**config.mk**
```make
export PLATFORM = sky130hd
export DESIGN_NAME = fan_off_timer_ctrl
export DESIGN_NICKNAME = d
export VERILOG_FILES = /design/src/rtl/fan_off_timer_ctrl_pkg.sv /design/src/rtl/fan_bcd_dn_digit.sv /design/src/rtl/fan_off_timer_ctrl.sv
export SDC_FILE = /design/constraint.sdc
export NUM_CORES = 1
export LEC_CHECK = 0
export BUFFER_PORTS_ARGS = -buffer_cell sky130_fd_sc_hd__buf_4
export CAP_MARGIN = 0
export CORE_AREA = 2 2 65 67
export DETAILED_ROUTE_END_ITERATION = 7
export DIE_AREA = 0 0 67 69
export PLACE_DENSITY = 0.76
export SYNTH_ARGS = -nofsm -noshare
export SYNTH_HDL_FRONTEND = slang
export SYNTH_HIERARCHICAL = 1
export SYNTH_SLANG_ARGS = --single-unit
```
**constraint.sdc**
```tcl
create_clock -name clk -period 2.75 [get_ports clk]
set_input_delay 0.1375 -clock clk [delete_from_list [all_inputs] [get_ports clk]]
set_output_delay 0.1375 -clock clk [all_outputs]
set_load 0.02 [all_outputs]
```
**src/rtl/fan_off_timer_ctrl_pkg.sv**
```systemverilog
// Shared definitions for the fan off-timer: state encoding and the preset table
// (BCD minutes per preset index).
package fan_timer_defs;

  localparam logic [1:0] ST_IDLE  = 2'd0;
  localparam logic [1:0] ST_ARMED = 2'd1;
  localparam logic [1:0] ST_RUN   = 2'd2;
  localparam logic [1:0] ST_PAUSE = 2'd3;

  localparam logic [2:0] PRESET_LAST = 3'd6;

  // BCD minutes for each preset; index 0 means no timer
  function automatic logic [7:0] preset_bcd(input logic [2:0] idx);
    logic [7:0] m;
    case (idx)
      3'd1:    m = 8'h01;
      3'd2:    m = 8'h03;
      3'd3:    m = 8'h05;
      3'd4:    m = 8'h10;
      3'd5:    m = 8'h30;
      3'd6:    m = 8'h60;
      default: m = 8'h00;
    endcase
    return m;
  endfunction

endpackage

```
**src/rtl/fan_bcd_dn_digit.sv**
```systemverilog
// One loadable BCD down-counting digit; wraps to reload_val and raises borrow
// when decremented from 0.
module fan_bcd_dn_digit (
  input  logic       clk,
  input  logic       reset_p,
  input  logic       load,
  input  logic [3:0] load_val,
  input  logic       dec,
  input  logic [3:0] reload_val,
  output logic [3:0] digit,
  output logic       borrow
);

  logic [3:0] digit_q, digit_d;

  // next digit value: load wins over decrement
  always_comb begin
    digit_d = digit_q;
    if (load) begin
      digit_d = load_val;
    end else if (dec) begin
      if (digit_q == 4'd0) begin
        digit_d = reload_val;
      end else begin
        digit_d = digit_q - 4'd1;
      end
    end else begin
      digit_d = digit_q;
    end
  end

  // digit register
  always_ff @(posedge clk or posedge reset_p) begin
    if (reset_p) begin
      digit_q <= 4'd0;
    end else begin
      digit_q <= digit_d;
    end
  end

  assign digit  = digit_q;
  assign borrow = dec & (digit_q == 4'd0);

endmodule

```
**src/rtl/fan_off_timer_ctrl.sv**
```systemverilog
// Fan off-timer: preset selection, start/pause/cancel FSM and an mm:ss BCD
// countdown paced by the 1 s tick, with a one-cycle done pulse on expiry.
module fan_off_timer_ctrl
  import fan_timer_defs::*;
#(
  parameter int SEC_PER_MIN = 60
) (
  input  logic       clk,
  input  logic       reset_p,
  input  logic       tick_sec,
  input  logic       btn_set,
  input  logic       btn_start,
  input  logic       btn_cancel,
  output logic [2:0] preset_sel,
  output logic [3:0] min_10,
  output logic [3:0] min_1,
  output logic [3:0] sec_10,
  output logic [3:0] sec_1,
  output logic       timer_armed,
  output logic       timer_running,
  output logic       done
);

  localparam logic [3:0] SEC10_TOP = 4'((SEC_PER_MIN - 1) / 10);
  localparam logic [3:0] SEC1_TOP  = 4'((SEC_PER_MIN - 1) % 10);

  logic [1:0]  state_q, state_d;
  logic [2:0]  preset_q, preset_d;
  logic        done_q, done_d;
  logic        armed_q, running_q;
  logic        load_s, dec_s, at_one_s;
  logic [15:0] load_val_s;
  logic [3:0]  sec1_reload_s;
  logic        b_sec1_s, b_sec10_s, b_min1_s, unused_borrow_s;

  assign at_one_s = ({min_10, min_1, sec_10, sec_1} == 16'h0001);
  // units of seconds only wrap to the short top value when the whole seconds field is 00
  assign sec1_reload_s = (sec_10 == 4'd0) ? SEC1_TOP : 4'd9;

  // event priority and FSM next-state: cancel > start > set > tick
  always_comb begin
    state_d    = state_q;
    preset_d   = preset_q;
    done_d     = 1'b0;
    load_s     = 1'b0;
    load_val_s = 16'h0000;
    dec_s      = 1'b0;
    if (btn_cancel) begin
      state_d  = ST_IDLE;
      preset_d = 3'd0;
      load_s   = 1'b1;
    end else if (btn_start) begin
      case (state_q)
        ST_ARMED: state_d = ST_RUN;
        ST_RUN:   state_d = ST_PAUSE;
        ST_PAUSE: state_d = ST_RUN;
        default:  state_d = state_q;
      endcase
    end else if (btn_set) begin
      case (state_q)
        ST_IDLE: begin
          state_d    = ST_ARMED;
          preset_d   = 3'd1;
          load_s     = 1'b1;
          load_val_s = {preset_bcd(3'd1), 8'h00};
        end
        ST_ARMED: begin
          load_s = 1'b1;
          if (preset_q == PRESET_LAST) begin
            state_d  = ST_IDLE;
            preset_d = 3'd0;
          end else begin
            preset_d   = preset_q + 3'd1;
            load_val_s = {preset_bcd(preset_q + 3'd1), 8'h00};
          end
        end
        default: state_d = state_q;
      endcase
    end else if (tick_sec && (state_q == ST_RUN)) begin
      if (at_one_s) begin
        state_d  = ST_IDLE;
        preset_d = 3'd0;
        done_d   = 1'b1;
        load_s   = 1'b1;
      end else begin
        dec_s = 1'b1;
      end
    end else begin
      state_d = state_q;
    end
  end

  // control registers; status flags follow the next state so they line up with the digits
  always_ff @(posedge clk or posedge reset_p) begin
    if (reset_p) begin
      state_q   <= ST_IDLE;
      preset_q  <= 3'd0;
      done_q    <= 1'b0;
      armed_q   <= 1'b0;
      running_q <= 1'b0;
    end else begin
      state_q   <= state_d;
      preset_q  <= preset_d;
      done_q    <= done_d;
      armed_q   <= (state_d != ST_IDLE);
      running_q <= (state_d == ST_RUN);
    end
  end

  fan_bcd_dn_digit u_sec_1 (
    .clk(clk), .reset_p(reset_p), .load(load_s), .load_val(load_val_s[3:0]),
    .dec(dec_s), .reload_val(sec1_reload_s), .digit(sec_1), .borrow(b_sec1_s)
  );

  fan_bcd_dn_digit u_sec_10 (
    .clk(clk), .reset_p(reset_p), .load(load_s), .load_val(load_val_s[7:4]),
    .dec(b_sec1_s), .reload_val(SEC10_TOP), .digit(sec_10), .borrow(b_sec10_s)
  );

  fan_bcd_dn_digit u_min_1 (
    .clk(clk), .reset_p(reset_p), .load(load_s), .load_val(load_val_s[11:8]),
    .dec(b_sec10_s), .reload_val(4'd9), .digit(min_1), .borrow(b_min1_s)
  );

  // the 00:01 expiry path keeps this top borrow from ever firing
  fan_bcd_dn_digit u_min_10 (
    .clk(clk), .reset_p(reset_p), .load(load_s), .load_val(load_val_s[15:12]),
    .dec(b_min1_s), .reload_val(4'd9), .digit(min_10), .borrow(unused_borrow_s)
  );

  assign preset_sel    = preset_q;
  assign done          = done_q;
  assign timer_armed   = armed_q;
  assign timer_running = running_q;

endmodule

```
==> results.yml, run 1 <==
synthesis:
  ys_warn_count: 6
  syn_area_sq_um: 1860
  synthCells: 206
  syn_avg_cell_area_sq_um: 9.02
cts:
  cts_buffers: 3
  cts_tree: "built"
  numClockSinks: 24
  cts_buffer_depth: 2
  cts_root_buf: "clkbuf_8"
  post_cts.repair.setup_buffers: 0
  worstSkewPairLatency_ns: 0.26
  clkTransAtPathRegs_ns: 0.09
  htreeDepth: 1
layout:
  syn_to_final_growth_pct: 29.8
  nNetsFinal: 288
  drive_above_1_share_pct: 23.9
  fin_area_sq_um: 2410
  diodes: 0
  layout.cells.non_filler: 326
sta:
  maxSlewHeadroom_pct: 51.9
  tightest_slew_ns: 0.704
  rsz0062_at_grt: "no"
  hold_viol_final: 0
  max_freq_mhz: 384
  setup-violations-final: 0
  maxSlewViolCount: 0
  min_period_ns: 2.61
  post-route-period-util_pct: 94.8
  fin_tns_setup_ns: 0
  finalClockSkew_ns: 0.00353
grt:
  antenna_found_initial: 0
  grt_usage_pct: 19.8
  overflow: 0
  grt_pass1_wl_um: 7280
  grt_max_degree: 30
  first_global_vias: 1634
setup_path:
  arrival_ns: 2.76
  cp_data_required_time_ns: 2.91
  criticalPathCategory: "reg2reg"
  critPathLaunchType: "register"
  endpoint_kind: "register"
  r2r_cells: 9
  path_max_fanout: 7
floorplanning:
  die_h_um: 69
  initial_core_util_pct: 47.5
  die-area_sq_um: 4620
  io_pins: 28
  core.rowCount: 23
  coreArea_sq_um: 3910
  die_width_um: 67
placed_design:
  hpwl_um: 3230
  place_inst: 321
  place_area_sq_um: 2320
  port_buffers: 27
  place_congestion: 0.853
route:
  vias_per_cell: 5.29
  drtPass1Iterations: 4
  drt_iter0_markers: 103
  wl_um: 4240
  wl_per_cell_um: 13.0
  drc: 0
  routed-via-count: 1725
  ant_nets: 0
hold_path:
  hold_depth: 2
  hp-class: "in2reg"
pwr:
  vdd_ir_drop_max_mv: 0.239
  leakagePower_nw: 1.12
  powerDensity_nw_per_um2: 400
status:
  status: "finished clean"
flow_run:
  maxCapViolCount: 0
==> power by group <==
part	switching (mW)	internal, mW
Sequential	0.0216	0.376
Combinational	0.146	0.114
Clock	0.112	0.194
Total	0.280	0.684
==> cells in the final DEF, fill, tap and decap left out, drive strengths merged, types with 4 or more instances in the layout <==
cell	instances
buf	45
conb	30
dfrtp	24
inv	24
nor2	16
a21oi	15
nand2	13
nor3b	12
or3	8
nand2b	7
nor4b	6
mux2i	5
ha	5
o21ai	5
or4b	5
a2111oi	5
nor2b	4
a21boi	4
a32oi	4
o31ai	4
a211o	4
==> area by class of cell <==
cell class | count | area [sq um]
well taps | 50 | 62.6
fillers | 367 | 1500
clock buffers | 3 | 41.3
repair buffers | 46 | 360
flip-flops and latches | 24 | 601
inverters | 24 | 90.1
multi-input cells | 178 | 1230
clock inverters | 1 | 30.0
==> sequential cells by signal, summed over array words and instances, names as in the netlist <==
signal / count
u_min_1/digit: 4
u_min_10/digit: 4
u_sec_1/digit: 4
u_sec_10/digit: 4
preset_sel: 3
state_q: 2
done: 1
timer_armed: 1
timer_running: 1
==> worst max-delay path, stage by stage (launching register included) <==
cell and delay, ns:
dfrtp_1 0.45, or4b_4 0.58, nor4_4 0.42, nor4b_4 0.12, and2_1 0.16, and2_1 0.14
and2_1 0.19, nand2b_1 0.12, a2111oi_2 0.04, a211o_1 0.26
==> timing repair <==
item / 4_1_cts / 5_1_grt
endpoints found under the setup margin: 0 / 2
gates resized for setup: 0 / 1
hold buffers: 1 / 0
endpoints found under the hold margin: 24 / 0
==> final timing paths <==
check                                                end  slack [ns]                     startpoint
setup / recovery           u_min_10/digit[3]$_DFFE_PP0P_        0.14   u_sec_1/digit[1]$_DFFE_PP0P_
hold / removal                            done$_DFF_PP0_        0.12                     btn_cancel
setup reg to reg           u_min_10/digit[3]$_DFFE_PP0P_        0.14   u_sec_1/digit[1]$_DFFE_PP0P_
hold reg to reg            u_sec_10/digit[0]$_DFFE_PP0P_        0.67  u_sec_10/digit[0]$_DFFE_PP0P_
max in group asynchronous      preset_sel[1]$_DFFE_PP0P_        2.12                        reset_p
min in group asynchronous   u_sec_1/digit[2]$_DFFE_PP0P_        0.35                        reset_p
==> layer usage <==
layer / share of wire, % / track usage, % / vias up
met3: 3.6 / 2.77 / 4
met2: 50 / 31.2 / 35
met5: 0 / 0 / -
met1: 46 / 27.7 / 824
met4: 1.0 / 6.58 / 0
li1: - / - / 862
==> stage by stage <==
stage | utilization [%] | power, mW | worst slack (ns) | hold WS [ns]
2_1_floorplan | - | 0.563 | 0.0497 | -0.0964
3_3_place_gp | 59.3 | 0.659 | 0.229 | 0.0762
3_5_place_dp | 59.3 | 0.661 | 0.140 | 0.0779
4_1_cts | 61.4 | 0.970 | 0.117 | 0.104
5_1_grt | 61.6 | 1.02 | 0.00698 | 0.116
6_report | 61.6 | 0.965 | 0.144 | 0.116
Note: power is estimated with default switching activity, not from simulation.
==> inputs of run 2 (changes only) <==
- CELL_PAD_IN_SITES_DETAIL_PLACEMENT: default -> 1
- CELL_PAD_IN_SITES_GLOBAL_PLACEMENT: default -> 2
- CORE_AREA: 2 2 65 67 -> 2 2 74 76
- DIE_AREA: 0 0 67 69 -> 0 0 76 78
- PLACE_DENSITY: 0.76 -> 0.87
- clock period: 2.75 -> 3.2 ns (I/O delays scaled with it)
==> run 2 against run 1 <==
Setup slack gained 0.32 ns. Sequential power shrank 10%. Maximum frequency shrank 4.8%. Count of clock-buffer cells in the layout grew 1. Cell count grew 2.5%. Global-route usage shrank 1.9 points. Critical path type unchanged.
==> results.yml, run 2 (synthesis results as in run 1) <==
status:
  status: "finished clean"
sta:
  fin_tns_setup_ns: 0
  post-route-period-util_pct: 85.6
  min_period_ns: 2.74
  rsz0062_at_grt: "no"
  finalClockSkew_ns: 0.00167
  maxSlewViolCount: 0
  max_freq_mhz: 365
  hold_viol_final: 0
  maxSlewHeadroom_pct: 49.3
  setup_ws_ns: 0.462
  tightest_slew_ns: 0.741
  setup-violations-final: 0
layout:
  drive_above_1_share_pct: 20.5
  layout_commonest_cell: "buf_4"
  nNetsFinal: 276
  syn_to_final_growth_pct: 25.0
  mostFrequentLayoutCells: "buf_4, conb_1, dfrtp_1"
  diodes: 0
  layout.cells.non_filler: 334
  final_util_pct: 46.1
  fill_cells: 642
cts:
  cts_tree: "built"
  cts_buffer_depth: 2
  post_cts.repair.setup_buffers: 0
  htreeDepth: 1
  cts_buffers: 3
  cts_root_buf: "clkbuf_8"
  numClockSinks: 24
  worstSkewPairLatency_ns: 0.27
  clkTransAtPathRegs_ns: 0.09
placed_design:
  dp_slack_ns: 0.251
  port_buffers: 27
  place_inst: 329
  hpwl_um: 3770
  place_congestion: 0.747
setup_path:
  cp_data_required_time_ns: 3.36
  arrival_ns: 2.90
  r2r_cells: 9
  criticalPathCategory: "reg2reg"
  critPathLaunchType: "register"
  endpoint_kind: "register"
  path_max_fanout: 8
grt:
  grt_pass1_wl_um: 8630
  grt_usage_pct: 17.9
  grt_max_degree: 41
  overflow: 0
  antenna_found_initial: 0
  first_global_vias: 1723
pwr:
  leakagePower_nw: 1.06
  finalPower_mw: 0.763
  vdd_ir_drop_max_mv: 0.157
  powerDensity_nw_per_um2: 329
hold_path:
  hold_depth: 2
  hp-class: "in2reg"
floorplanning:
  die_width_um: 76
  core.rowCount: 26
  io_pins: 28
  initial_core_util_pct: 36.8
  die_h_um: 78
  coreArea_sq_um: 5040
  die-area_sq_um: 5930
route:
  wl_per_cell_um: 15.0
  ant_nets: 0
  drc: 0
  drtPass1Iterations: 4
  drt_iter0_markers: 59
  wl_um: 5020
  vias_per_cell: 5.00
  routed-via-count: 1671
flow_run:
  maxCapViolCount: 0
[run 2: cell count changes in the layout (fill, tap and decap cells not counted), sizes merged]
cell,before,now
buf,45,33
bufinv,1,0
clkbuf,3,4
[run 2: path summary, 6_finish.rpt]
| kind | slack [ns] | from | endpoint |
|---|---|---|---|
| setup / recovery | 0.46 | u_min_1/digit[2]$_DFFE_PP0P_ | u_min_10/digit[3]$_DFFE_PP0P_ |
| hold / removal | 0.13 | btn_cancel | done$_DFF_PP0_ |
| setup reg to reg | 0.46 | u_min_1/digit[2]$_DFFE_PP0P_ | u_min_10/digit[3]$_DFFE_PP0P_ |
| hold reg to reg | 0.68 | u_sec_10/digit[0]$_DFFE_PP0P_ | u_sec_10/digit[0]$_DFFE_PP0P_ |
| max in group asynchronous | 2.53 | reset_p | state_q[0]$_DFF_PP0_ |
| min in group asynchronous | 0.37 | reset_p | u_sec_1/digit[3]$_DFFE_PP0P_ |
[run 2: per-stage QoR]
step / hold slack (ns) / instance area (sq um)
floorplan: -0.0739 / 1960
global placement: 0.106 / 2250
detailed placement: 0.112 / 2250
CTS: 0.116 / 2320
global route: 0.130 / 2320
finish: 0.129 / 2320
[run 2: final cells by class]
type                            count  area [sq um]  area share, %
Sequential cell                    24           601           25.9
Inverter                           24          90.1           3.88
Multi-Input combinational cell    178          1220           52.5
Timing Repair Buffer               34           270           11.6
Tap cell                           70          87.6           3.77
Clock buffer                        4          55.1           2.37
[run 2: layer usage]
| metal | routed length (um) | track usage [%] | up-vias | share of wire, % |
|---|---|---|---|---|
| met3 | 136 | 1.86 | 4 | 2.7 |
| met2 | 2310 | 28.8 | 26 | 46 |
| met4 | 46 | 4.55 | 0 | 0.92 |
| li1 | - | - | 837 | - |
| met1 | 2530 | 25.7 | 804 | 50 |
| met5 | 0 | 0 | - | 0 |
[run 2: where the power goes]
group / internal (mW) / switching (mW)
clock: 0.110 / 0.101
combinational: 0.0839 / 0.112
sequential: 0.323 / 0.0337
total: 0.517 / 0.247
[run 2: what timing repair did]
action | in CTS | in global routing
setup endpoints to repair | 0 | 2
hold buffers | 1 | 0
resized for setup | 0 | 1
endpoints found under the hold margin | 24 | 0
[run 2: worst max-delay path: stages, from the launching register on]
cell       delay [ns]
dfrtp_1          0.47
or4_4            0.60
nor4_4           0.43
nor4b_2          0.15
and2_1           0.17
and2_1           0.14
and2_1           0.20
nand2b_1         0.14
a2111oi_2        0.05
a211o_1          0.26
==> inputs of run 3 (changes only) <==
- CORE_AREA: 2 2 74 76 -> 2 2 81 83
- DIE_AREA: 0 0 76 78 -> 0 0 83 85
- PLACE_DENSITY: 0.87 -> 0.77
- clock period: 3.2 -> 2.2 ns (I/O delays scaled with it)
==> run 3 against run 2 <==
The run now ends with negative setup slack left. Worst hold slack got worse by 0.029 ns. Via count rose by 15%. Setup slack worse by 0.70 ns. Non-clock buffer count grew 60. Cell count up 20%. Clock power up 48%. Die area grew 19%. Routed wire length grew 18%. Sequential cell count unchanged. Critical path type unchanged. Critical endpoint unchanged. Largest power group unchanged.
==> results.yml, run 3 (synthesis results as in run 1) <==
setup_path:
  r2r_start: "u_min_10/digit[2]$_DFFE_PP0P_"
  path_max_fanout: 6
  critPathLaunchType: "register"
  arrival_ns: 2.66
  criticalPathCategory: "reg2reg"
  critPathLaunch: "u_min_10/digit[2]$_DFFE_PP0P_"
  cp_data_required_time_ns: 2.42
  endpoint_kind: "register"
route:
  drtPass1Iterations: 3
  routed-via-count: 1917
  ant_nets: 0
  wl_um: 5920
  drt_iter0_markers: 55
  drc: 0
  wl_per_cell_um: 14.7
  vias_per_cell: 4.77
cts:
  cts_buffers: 3
  htreeDepth: 1
  clkTransAtPathRegs_ns: 0.09
  cts_buffer_depth: 2
  worstSkewPairLatency_ns: 0.27
  cts_root_buf: "clkbuf_8"
  numClockSinks: 24
  cts_tree: "built"
layout:
  final_util_pct: 47.7
  mostFrequentLayoutCells: "buf_4, conb_1, inv_1"
  diodes: 0
  nNetsFinal: 337
  layout_commonest_cell: "buf_4"
  syn_to_final_growth_pct: 59.2
  drive_above_1_share_pct: 44.0
pwr:
  p_switching_mw: 0.395
  combPwrFrac_pct: 35.1
  vdd_ir_drop_max_mv: 0.233
  powerDensity_nw_per_um2: 416
  leakagePower_nw: 1.41
  p_sw_share_pct: 32.1
  pwr-share-clk_pct: 25.3
  seqPwrFrac_pct: 39.6
  internal-power_mw: 0.835
placed_design:
  hpwl_um: 4200
  dp_slack_ns: -0.242
  place_congestion: 0.746
  port_buffers: 27
sta:
  setup-violations-final: 18
  rsz0062_at_grt: "yes"
  post-route-period-util_pct: 111
  setup_ws_ns: -0.239
  tightest_slew_ns: 0.543
  maxSlewViolCount: 0
  min_period_ns: 2.44
  finalClockSkew_ns: 0.00547
  max_freq_mhz: 410
  maxSlewHeadroom_pct: 62.9
  hold_viol_final: 0
floorplanning:
  die-area_sq_um: 7060
  io_pins: 28
  coreArea_sq_um: 6200
  initial_core_util_pct: 29.9
  die_width_um: 83
  core.rowCount: 29
  die_h_um: 85
grt:
  grt_max_degree: 14
  antenna_found_initial: 0
  grt_pass1_wl_um: 9600
  grt_usage_pct: 16.7
  first_global_vias: 1924
  overflow: 0
status:
  violations: "negative setup slack"
  status: "finished with violations"
hold_path:
  hp-class: "in2reg"
  hp-start: "btn_cancel"
flow_run:
  maxCapViolCount: 0
run 3: cell types whose count changed in the layout (fill, tap and decap cells not counted), sizes merged:
cell,previous run,this run
buf,33,93
nand2,13,14
run 3: cell type report:
class | count | area (sq um)
clock buffers | 4 | 55.1
fillers | 727 | 3250
inverters | 24 | 90.1
multi-input cells | 179 | 1370
flip-flops and latches | 24 | 606
well taps | 77 | 96.3
repair buffers | 94 | 746
run 3: per-layer routing:
metal / GRT usage [%] / share of wire (%) / wire [um]
met2: 29.6 / 51 / 3010
met1: 21.8 / 46 / 2730
met3: 1.85 / 1.8 / 104
met5: 0 / 0 / 0
met4: 4.47 / 1.3 / 74
run 3: power by group through the flow:
stage / logic (mW) / clock network, mW / registers (mW)
4_1_cts: 0.405 / 0.321 / 0.488
2_1_floorplan: 0.167 / 0 / 0.551
3_5_place_dp: 0.382 / 0 / 0.496
3_3_place_gp: 0.378 / 0 / 0.494
5_1_grt: 0.471 / 0.340 / 0.491
6_report: 0.432 / 0.312 / 0.487
run 3: worst paths after layout:
check	cells past startpoint	slack [ns]	to
max	10	-0.24	u_min_10/digit[3]$_DFFE_PP0P_
min	2	0.1	done$_DFF_PP0_
max reg2reg	10	-0.24	u_min_10/digit[3]$_DFFE_PP0P_
min reg2reg	4	0.68	done$_DFF_PP0_
max in group asynchronous	3	1.54	state_q[1]$_DFF_PP0_
min in group asynchronous	3	0.31	u_min_10/digit[2]$_DFFE_PP0P_
run 3: timing repair:
action / in CTS / in global routing
hold buffers: 1 / 0
gates resized for setup: 16 / 18
hold endpoints to repair: 24 / 0
pin swaps: 12 / 15
setup endpoints to repair: 16 / 19
setup buffers: 9 / 13
gates cloned: 1 / 0
run 3: stage by stage:
stage,instance area [sq um],hold WS (ns),instances,TNS (ns),power [mW]
after floorplan,2030,-0.124,234,-2.27,0.717
after global placement,2570,0.0442,374,-1.36,0.872
after detailed placement,2570,0.0445,374,-1.63,0.878
after global routing,2960,0.0888,402,-5.02,1.30
after CTS,2770,0.0899,389,-2.07,1.21
final,2960,0.100,402,-3.10,1.23
run 3: worst max-delay path: stages, from the launching register on:
cell	delay, ns
dfrtp_1	0.39
or4_4	0.58
nor4_4	0.30
buf_4	0.18
nor4b_4	0.05
and2_4	0.14
and2_4	0.14
and2_4	0.16
nor4b_2	0.16
nor3b_1	0.17
a211o_1	0.12
